==> src/rtl/btn_key_encoder.sv <==
// Turns 25-bit scanner snapshots into press/release events queued in a fall-through FIFO.
// One event per cycle, visible the cycle after the change; a full queue drops the event and sets overflow, so the block never stalls.

module btn_key_fifo #(
    parameter int WIDTH   = 6,
    parameter int DEPTH   = 8,
    parameter int LEVEL_W = $clog2(DEPTH) + 1
) (
    input  logic               clk,
    input  logic               rst,
    input  logic               push_vld,
    input  logic [WIDTH-1:0]   push_dat,
    output logic               push_rdy,
    output logic               pop_vld,
    output logic [WIDTH-1:0]   pop_dat,
    input  logic               pop_rdy,
    output logic [LEVEL_W-1:0] level
);
    localparam int AW = $clog2(DEPTH);
    localparam logic [LEVEL_W-1:0] FULL_LVL = LEVEL_W'(DEPTH);

    logic [WIDTH-1:0]   mem [DEPTH];
    logic [AW-1:0]      rd_ptr;
    logic [AW-1:0]      wr_ptr;
    logic [LEVEL_W-1:0] count;
    logic               push_acc;
    logic               pop_acc;

    assign pop_vld  = (count != '0);
    assign pop_acc  = pop_vld && pop_rdy;
    // A pop frees the slot being written this cycle, so full+pop still accepts.
    assign push_rdy = (count != FULL_LVL) || pop_acc;
    assign push_acc = push_vld && push_rdy;
    assign pop_dat  = pop_vld ? mem[rd_ptr] : '0;
    assign level    = count;

    always_ff @(posedge clk) begin
        if (rst) begin
            rd_ptr <= '0;
            wr_ptr <= '0;
            count  <= '0;
        end else begin
            if (push_acc) begin
                mem[wr_ptr] <= push_dat;
                wr_ptr      <= wr_ptr + 1'b1;
            end
            if (pop_acc) begin
                rd_ptr <= rd_ptr + 1'b1;
            end
            case ({push_acc, pop_acc})
                2'b10:   count <= count + 1'b1;
                2'b01:   count <= count - 1'b1;
                default: count <= count;
            endcase
        end
    end
endmodule

module btn_key_encoder #(
    parameter int FIFO_DEPTH = 8,
    parameter int LEVEL_W    = $clog2(FIFO_DEPTH) + 1
) (
    input  logic               clk,
    input  logic               rst,
    input  logic [24:0]        btn_state,
    output logic               key_valid,
    output logic [4:0]         key_code,
    output logic               key_press,
    input  logic               key_ready,
    output logic [LEVEL_W-1:0] fifo_level,
    output logic               overflow,
    input  logic               ovf_clr
);
    logic [24:0] ack_state;
    logic [24:0] diff;
    logic        sel_vld;
    logic [4:0]  sel_idx;
    logic        sel_press;
    logic        push_rdy;
    logic        drop;
    logic [5:0]  head_dat;

    // Lowest changed bit wins; the descending loop leaves the lowest index last.
    always_comb begin
        diff      = btn_state ^ ack_state;
        sel_vld   = 1'b0;
        sel_idx   = '0;
        sel_press = 1'b0;
        for (int i = 24; i >= 0; i--) begin
            if (diff[i]) begin
                sel_vld   = 1'b1;
                sel_idx   = 5'(i);
                sel_press = btn_state[i];
            end
        end
    end

    assign drop = sel_vld && !push_rdy;

    btn_key_fifo #(
        .WIDTH   (6),
        .DEPTH   (FIFO_DEPTH),
        .LEVEL_W (LEVEL_W)
    ) u_fifo (
        .clk      (clk),
        .rst      (rst),
        .push_vld (sel_vld),
        .push_dat ({sel_press, sel_idx}),
        .push_rdy (push_rdy),
        .pop_vld  (key_valid),
        .pop_dat  (head_dat),
        .pop_rdy  (key_ready),
        .level    (fifo_level)
    );

    assign key_press = head_dat[5];
    assign key_code  = head_dat[4:0];

    // The selected bit is acknowledged whether queued or dropped, so the block never stalls.
    always_ff @(posedge clk) begin
        if (rst) begin
            ack_state <= '0;
            overflow  <= 1'b0;
        end else begin
            if (sel_vld) begin
                ack_state[sel_idx] <= sel_press;
            end
            if (drop) begin
                overflow <= 1'b1;
            end else if (ovf_clr) begin
                overflow <= 1'b0;
            end
        end
    end
endmodule

==> config.mk <==
export PLATFORM = sky130hd
export DESIGN_NAME = btn_key_encoder
export DESIGN_NICKNAME = d
export VERILOG_FILES = /design/src/rtl/btn_key_encoder.sv
export SDC_FILE = /design/constraint.sdc
export NUM_CORES = 1
export LEC_CHECK = 0
export ABC_CLOCK_PERIOD_IN_PS = 3100
export BUFFER_PORTS_ARGS = -buffer_cell sky130_fd_sc_hd__buf_2
export CORE_MARGIN = 5
export CORE_UTILIZATION = 54
export CTS_CLUSTER_SIZE = 30
export DETAILED_ROUTE_END_ITERATION = 10
export MAX_ROUTING_LAYER = met4
export PLACE_DENSITY = 0.76
export SETUP_SLACK_MARGIN = 0.15
export SLEW_MARGIN = 15
export SYNTH_ARGS = -nofsm -noshare
export SYNTH_HDL_FRONTEND = slang
export SYNTH_SLANG_ARGS = --single-unit
==> constraint.sdc <==
create_clock -name clk -period 3.1 [get_ports clk]
set_clock_uncertainty 0.1 [all_clocks]
set_input_delay 0.31 -clock clk [delete_from_list [all_inputs] [get_ports clk]]
set_output_delay 0.31 -clock clk [all_outputs]
set_load 0.01 [all_outputs]
==> results of run 1 <==
## worst max-delay path: stages, from the launching register on
cell and delay (ns):
dfxtp_4 0.38, xor2_4 0.15, or4_4 0.57, nor4_4 0.29, nand4_1 0.17, inv_2 0.13, ha_4 0.21, a21o_1 0.16
a21oi_2 0.15, nor2_1 0.05, a22oi_1 0.18, xor2_1 0.17, nor2_1 0.05
## sequential cells by signal, indices dropped and copies added (netlist names), named ones only
register	cells
u_fifo.wr_ptr	3
ack_state	25
u_fifo.mem	48
u_fifo.level	4
u_fifo.rd_ptr	3
overflow	1
## synth_stat cells (all sizes together), types with 13 or more instances
cell / count / share of area
a211oi: 13 / 0.022
a21oi: 23 / 0.026
a311oi: 13 / 0.025
dfxtp: 39 / 0.17
edfxtp: 48 / 0.31
inv: 25 / 0.020
nand2: 13 / 0.011
nand2b: 14 / 0.019
nor2: 37 / 0.031
xnor2: 23 / 0.044
xor2: 21 / 0.040
## metrics by stage
stage	power (W)	util	area, um2	std cells
5_1_grt	0.00307	0.648	5350	591
3_5_place_dp	0.00220	0.617	5100	573
2_1_floorplan	0.00191	-	4610	413
4_1_cts	0.00293	0.639	5270	589
3_3_place_gp	0.00218	0.617	5100	573
6_report	0.00292	0.648	5350	591
## repair_timing
| action | CTS | global route |
|---|---|---|
| gates resized for setup | 0 | 13 |
| buffers inserted | 0 | 2 |
| setup endpoints to repair | 0 | 11 |
| hold buffers | 0 | 0 |
## power by group
part           switching, W  leakage, nW  internal, W
Sequential        0.0000722        0.749      0.00129
Combinational      0.000452         1.07     0.000365
Clock              0.000432       0.0896     0.000305
## final timing paths
check	from	end	slack, ns
worst max-delay path	ack_state[7]	u_fifo.level[3]	0.18
worst max register to register	ack_state[7]	u_fifo.level[3]	0.18
worst min-delay path	btn_state[0]	ack_state[0]	0.15
worst min register to register	ack_state[15]	ack_state[15]	0.43
## cell type report
class | instances | share of cell area
Tap cell | 105 | 0.0246
Inverter | 25 | 0.0175
Clock buffer | 10 | 0.0239
Multi-Input combinational cell | 290 | 0.431
Sequential cell | 87 | 0.417
Timing Repair Buffer | 68 | 0.0767
Clock inverter | 6 | 0.00936
## cells by family after synthesis
kind of cell / count (synthesis)
adder cells (fa/ha/maj): 13
AO/OA/AOI/OAI: 90
buffers and inverters: 36
XOR/XNOR: 44
AND/OR/NAND/NOR: 119
flip-flops: 87
multiplexers: 24
## per-layer routing
metal | GRT usage | part of all wire | vias up
met2 | 0.360 | 0.51 | 108
met4 | 0.0676 | 0.021 | 0
met1 | 0.263 | 0.42 | 1652
met5 | - | 0 | -
met3 | 0.0375 | 0.055 | 23
li1 | - | - | 1686
==> out/qor.csv, run 1 <==
stage;metric;value;unit
status;status;completed;
timing;setup_viol;0;
clock_tree;root_buffer;clkbuf_8;
floorplan;fp.dieArea;10400;um2
cells_and_area;register_area;2230;um2
job;max_cap_viol_count;0;
floorplan;io_pins;41;
yosys;synth_cell_type_count;59;
grt;grt_max_degree;44;
worst_setup_path;crit_type;reg -> reg;
timing;rsz0062_at_grt;yes;
timing;slew_violations;0;
yosys;seq_area_frac_synth;0.485;
clock_tree;clk_latency;0.36;ns
yosys;synthFlopType;edfxtp_1;
route;vias;3469;
route;drc;0;
timing;period_minus_slack;2.92;ns
cells_and_area;multi_input_area;2300;um2
floorplan;core-area;8260;um2
yosys;synth_edf_count;48;
yosys;muxShareOfSynthArea;0.0852;
yosys;synth-adder-area-share;0.0333;
yosys;synthArstFlopShare;0;
worst_setup_path;endpoint_kind;register;
cells_and_area;syn2layout_area_growth;16.7;%
placement;gp_congestion;0.881;
route;drt-initial-drc-count;161;
grt;grt-ovfl-total;0;
timing;max_freq;0.342;GHz
yosys;syn_avg_cell_area;11.1;um2
timing;hold-worst-slack;0.149;ns
floorplan;die_height;102;um
worst_setup_path;reg2reg_depth;12;
route;avgRoutedWirePerCell;17.5;um
yosys;ys.warnings.count;0;
route;first_pass_iters;5;
worst_hold_path;hp-class;in -> reg;
grt;track_usage;0.214;
yosys;synth_cells;413;
pwr;leakagePower;1.90;nW
yosys;syn-cell-area;4580;um2
clock_tree;cts.sinks;87;
clock_tree;cts_tree;built;
route;drtAntennaViolNets;0;
grt;grt_pass1_vias;3536;
grt;antenna_found_initial;0;
route;wl;10.3;mm
worst_setup_path;path_max_fanout;4;
timing;worst_pin_slew;0.822;ns
yosys;yosys.area_share.simple;0.141;
yosys;syn-num-nets;448;
cells_and_area;final_common_cell;edfxtp_1;
cells_and_area;drive_above_1_share;0.253;
pwr;ir_drop;0.000259;V
timing;maxSlewHeadroom;0.452;
timing;tns;0;ns
yosys;synth_top_family_by_area;compound AO/OA/AOI/OAI gates;
placement;dpl.hpwl;7.71;mm
placement;preCtsSetupSlack;0.0708;ns
floorplan;rows;33;
timing;finalHoldViolations;0;
timing;timing.final.ws_setup;0.180;ns
worst_setup_path;required;3.21;ns
clock_tree;numCtsBuffers;9;
yosys;yosys.area_share.xor_xnor;0.0841;
cells_and_area;layout_common_cells;edfxtp_1, buf_2, nor2_1;
clock_tree;htree_levels;3;
worst_setup_path;crit_arrival;3.03;ns
grt;grt_first_pass_wirelength;16.7;mm
yosys;synth_compound_area_frac;0.141;
floorplan;die_width;102;um
worst_setup_path;cp-start-kind;register;
cells_and_area;antenna_cells;0;
cells_and_area;fillers;643;
cells_and_area;final_nets;516;
route;routed_via_density;5.87;
floorplan;initial_utilization;0.555;
yosys;synth.ff_latch_count;87;
timing;period_share;0.942;
pwr;pwr_density_cell;546;nW/um2
worst_hold_path;whs_path_depth;2;
clock_tree;clock_path_buffers;2;
placement;port_buffers;40;
clock_tree;clk_pin_slew;0.10;ns
(Power assumes the default switching activity.)
==> run 2, diff against run 1 <==
--- a/config.mk
+++ b/config.mk
@@ -12,7 +12,7 @@
 export CTS_CLUSTER_SIZE = 30
 export DETAILED_ROUTE_END_ITERATION = 10
 export MAX_ROUTING_LAYER = met4
-export PLACE_DENSITY = 0.76
+export PLACE_DENSITY = 0.77
 export SETUP_SLACK_MARGIN = 0.15
 export SLEW_MARGIN = 15
 export SYNTH_ARGS = -nofsm -noshare
==> run 2 against run 1 <==
Effect of this change: sequential share of layout area down 0.11 points; largest power group unchanged; cell count unchanged; critical path depth unchanged; clock-buffer cell count down 1.
==> out/qor.csv, run 2 (same netlist as run 1, synthesis figures left out) <==
stage;metric;value;unit
floorplan;core-area;8260;um2
job;max_cap_viol_count;0;
clock_tree;cts.sinks;87;
placement;gp_congestion;0.913;
cells_and_area;drive_above_1_share;0.249;
clock_tree;numCtsBuffers;9;
grt;grt-ovfl-total;0;
route;drt-initial-drc-count;135;
pwr;pwr-share-seq;0.458;
pwr;finalPower;0.00298;W
grt;grt_first_pass_wirelength;16.8;mm
status;status;completed;
placement;preCtsSetupSlack;0.00866;ns
worst_setup_path;critPathLaunch;ack_state[5];
clock_tree;clk_latency;0.37;ns
worst_setup_path;reg2reg_to;u_fifo.level[3];
timing;period_share;0.965;
cells_and_area;final_nets;516;
worst_setup_path;required;3.23;ns
route;vias;3503;
pwr;swShare;0.336;
placement;dpl.hpwl;7.92;mm
pwr;p_switching;0.00100;W
cells_and_area;multi_input_area;2290;um2
cells_and_area;largest_reg_flops;48;
clock_tree;root_buffer;clkbuf_8;
route;drtAntennaViolNets;0;
clock_tree;clock_path_buffers;2;
worst_setup_path;endpoint_kind;register;
floorplan;fp.dieArea;10400;um2
timing;worst_pin_slew;0.838;ns
grt;antenna_found_initial;0;
pwr;p_int;0.00198;W
grt;grt_max_degree;44;
worst_setup_path;r2r_slack;0.11;ns
timing;timing.final.ws_setup;0.109;ns
timing;maxSlewHeadroom;0.441;
worst_setup_path;crit_type;reg -> reg;
grt;grt_pass1_vias;3469;
cells_and_area;finalNonFillerCells;591;
timing;finalHoldViolations;0;
route;drc;0;
cells_and_area;fillers;668;
floorplan;die_width;102;um
route;wl;10.7;mm
cells_and_area;syn2layout_area_growth;17.0;%
clock_tree;cts_tree;built;
timing;max_freq;0.334;GHz
route;routed_via_density;5.93;
cells_and_area;final_common_cell;edfxtp_1;
cells_and_area;layout_common_cells;edfxtp_1, buf_2, nor2_1;
cells_and_area;max_flop_register;u_fifo.mem;
timing;period_minus_slack;2.99;ns
pwr;ir_drop;0.000223;V
route;avgRoutedWirePerCell;18.0;um
worst_hold_path;hp-class;in -> reg;
timing;slew_violations;0;
worst_setup_path;critPathCapture;u_fifo.level[3];
pwr;pwr-share-comb;0.278;
timing;setup_viol;0;
route;first_pass_iters;4;
floorplan;die_height;102;um
floorplan;io_pins;41;
floorplan;initial_utilization;0.555;
cells_and_area;antenna_cells;0;
cells_and_area;register_area;2230;um2
grt;track_usage;0.214;
placement;port_buffers;40;
worst_setup_path;r2r_start;ack_state[5];
pwr;leakagePower;1.91;nW
clock_tree;clk_pin_slew;0.11;ns
timing;rsz0062_at_grt;yes;
pwr;clockPowerShare;0.264;
clock_tree;htree_levels;3;
placement;dp.cells;571;
floorplan;rows;33;
worst_setup_path;reg2reg_depth;12;
worst_setup_path;path_max_fanout;3;
pwr;pwr_density_cell;556;nW/um2
worst_setup_path;crit_arrival;3.12;ns
worst_setup_path;cp-start-kind;register;
[run 2: critical path, stage by stage, from the launching register on]
cell and delay [ns]:
dfxtp_4 0.38, xor2_4 0.16, or4_4 0.57, nor4_4 0.29, nand4_1 0.18, inv_2 0.14, ha_4 0.21, a21o_1 0.17
a21oi_2 0.15, nor2_1 0.06, a22oi_1 0.21, xor2_1 0.19, nor2_1 0.05
[run 2: power groups by stage]
stage / combinational (W) / clock [W] / sequential, W
global route: 0.000905 / 0.000851 / 0.00137
finish: 0.000827 / 0.000787 / 0.00137
global placement: 0.000790 / 0 / 0.00139
detailed placement: 0.000820 / 0 / 0.00139
floorplan: 0.000538 / 0 / 0.00138
CTS: 0.000824 / 0.000803 / 0.00136
[run 2: cell type report]
class                      count  area share
sequential                    87       0.416
tap                          105      0.0245
multi-input combinational    290       0.428
timing repair buffer          68      0.0766
clock inverter                 7      0.0138
inverter                      25      0.0175
clock buffer                   9      0.0231
[run 2: repair_timing]
item / in CTS / in global routing
setup endpoints to repair: 1 / 3
pin swaps: 1 / 9
hold buffers: 0 / 0
gates resized for setup: 0 / 10
hold endpoints to repair: 0 / 0
buffers inserted: 1 / 3
[run 2: through the flow]
step | area [um2] | TNS [ns] | hold WS, ns | util
finish | 5360 | 0 | 0.138 | 0.649
global route | 5360 | -0.0849 | 0.142 | 0.649
global placement | 5080 | 0 | 0.406 | 0.615
floorplan | 4610 | 0 | 0.338 | -
CTS | 5290 | 0 | 0.131 | 0.640
detailed placement | 5080 | 0 | 0.406 | 0.615
[run 2: how the worst min path moves through the flow]
stage	startpoint	to	slack [ns]	depth (start not counted)
finish	btn_state[0]	ack_state[0]	0.14	2
global route	ovf_clr	overflow	0.14	4
CTS	btn_state[0]	ack_state[0]	0.13	2
detailed placement	ack_state[15]	ack_state[15]	0.41	2
global placement	ack_state[15]	ack_state[15]	0.41	2
floorplan	btn_state[0]	ack_state[0]	0.34	1
[run 2: metal layers]
layer / part of all wire / up-vias / global-route usage
li1: - / 1689 / -
met1: 0.42 / 1705 / 0.259
met2: 0.51 / 90 / 0.364
met3: 0.045 / 19 / 0.0341
met4: 0.019 / 0 / 0.0716
met5: 0 / - / -
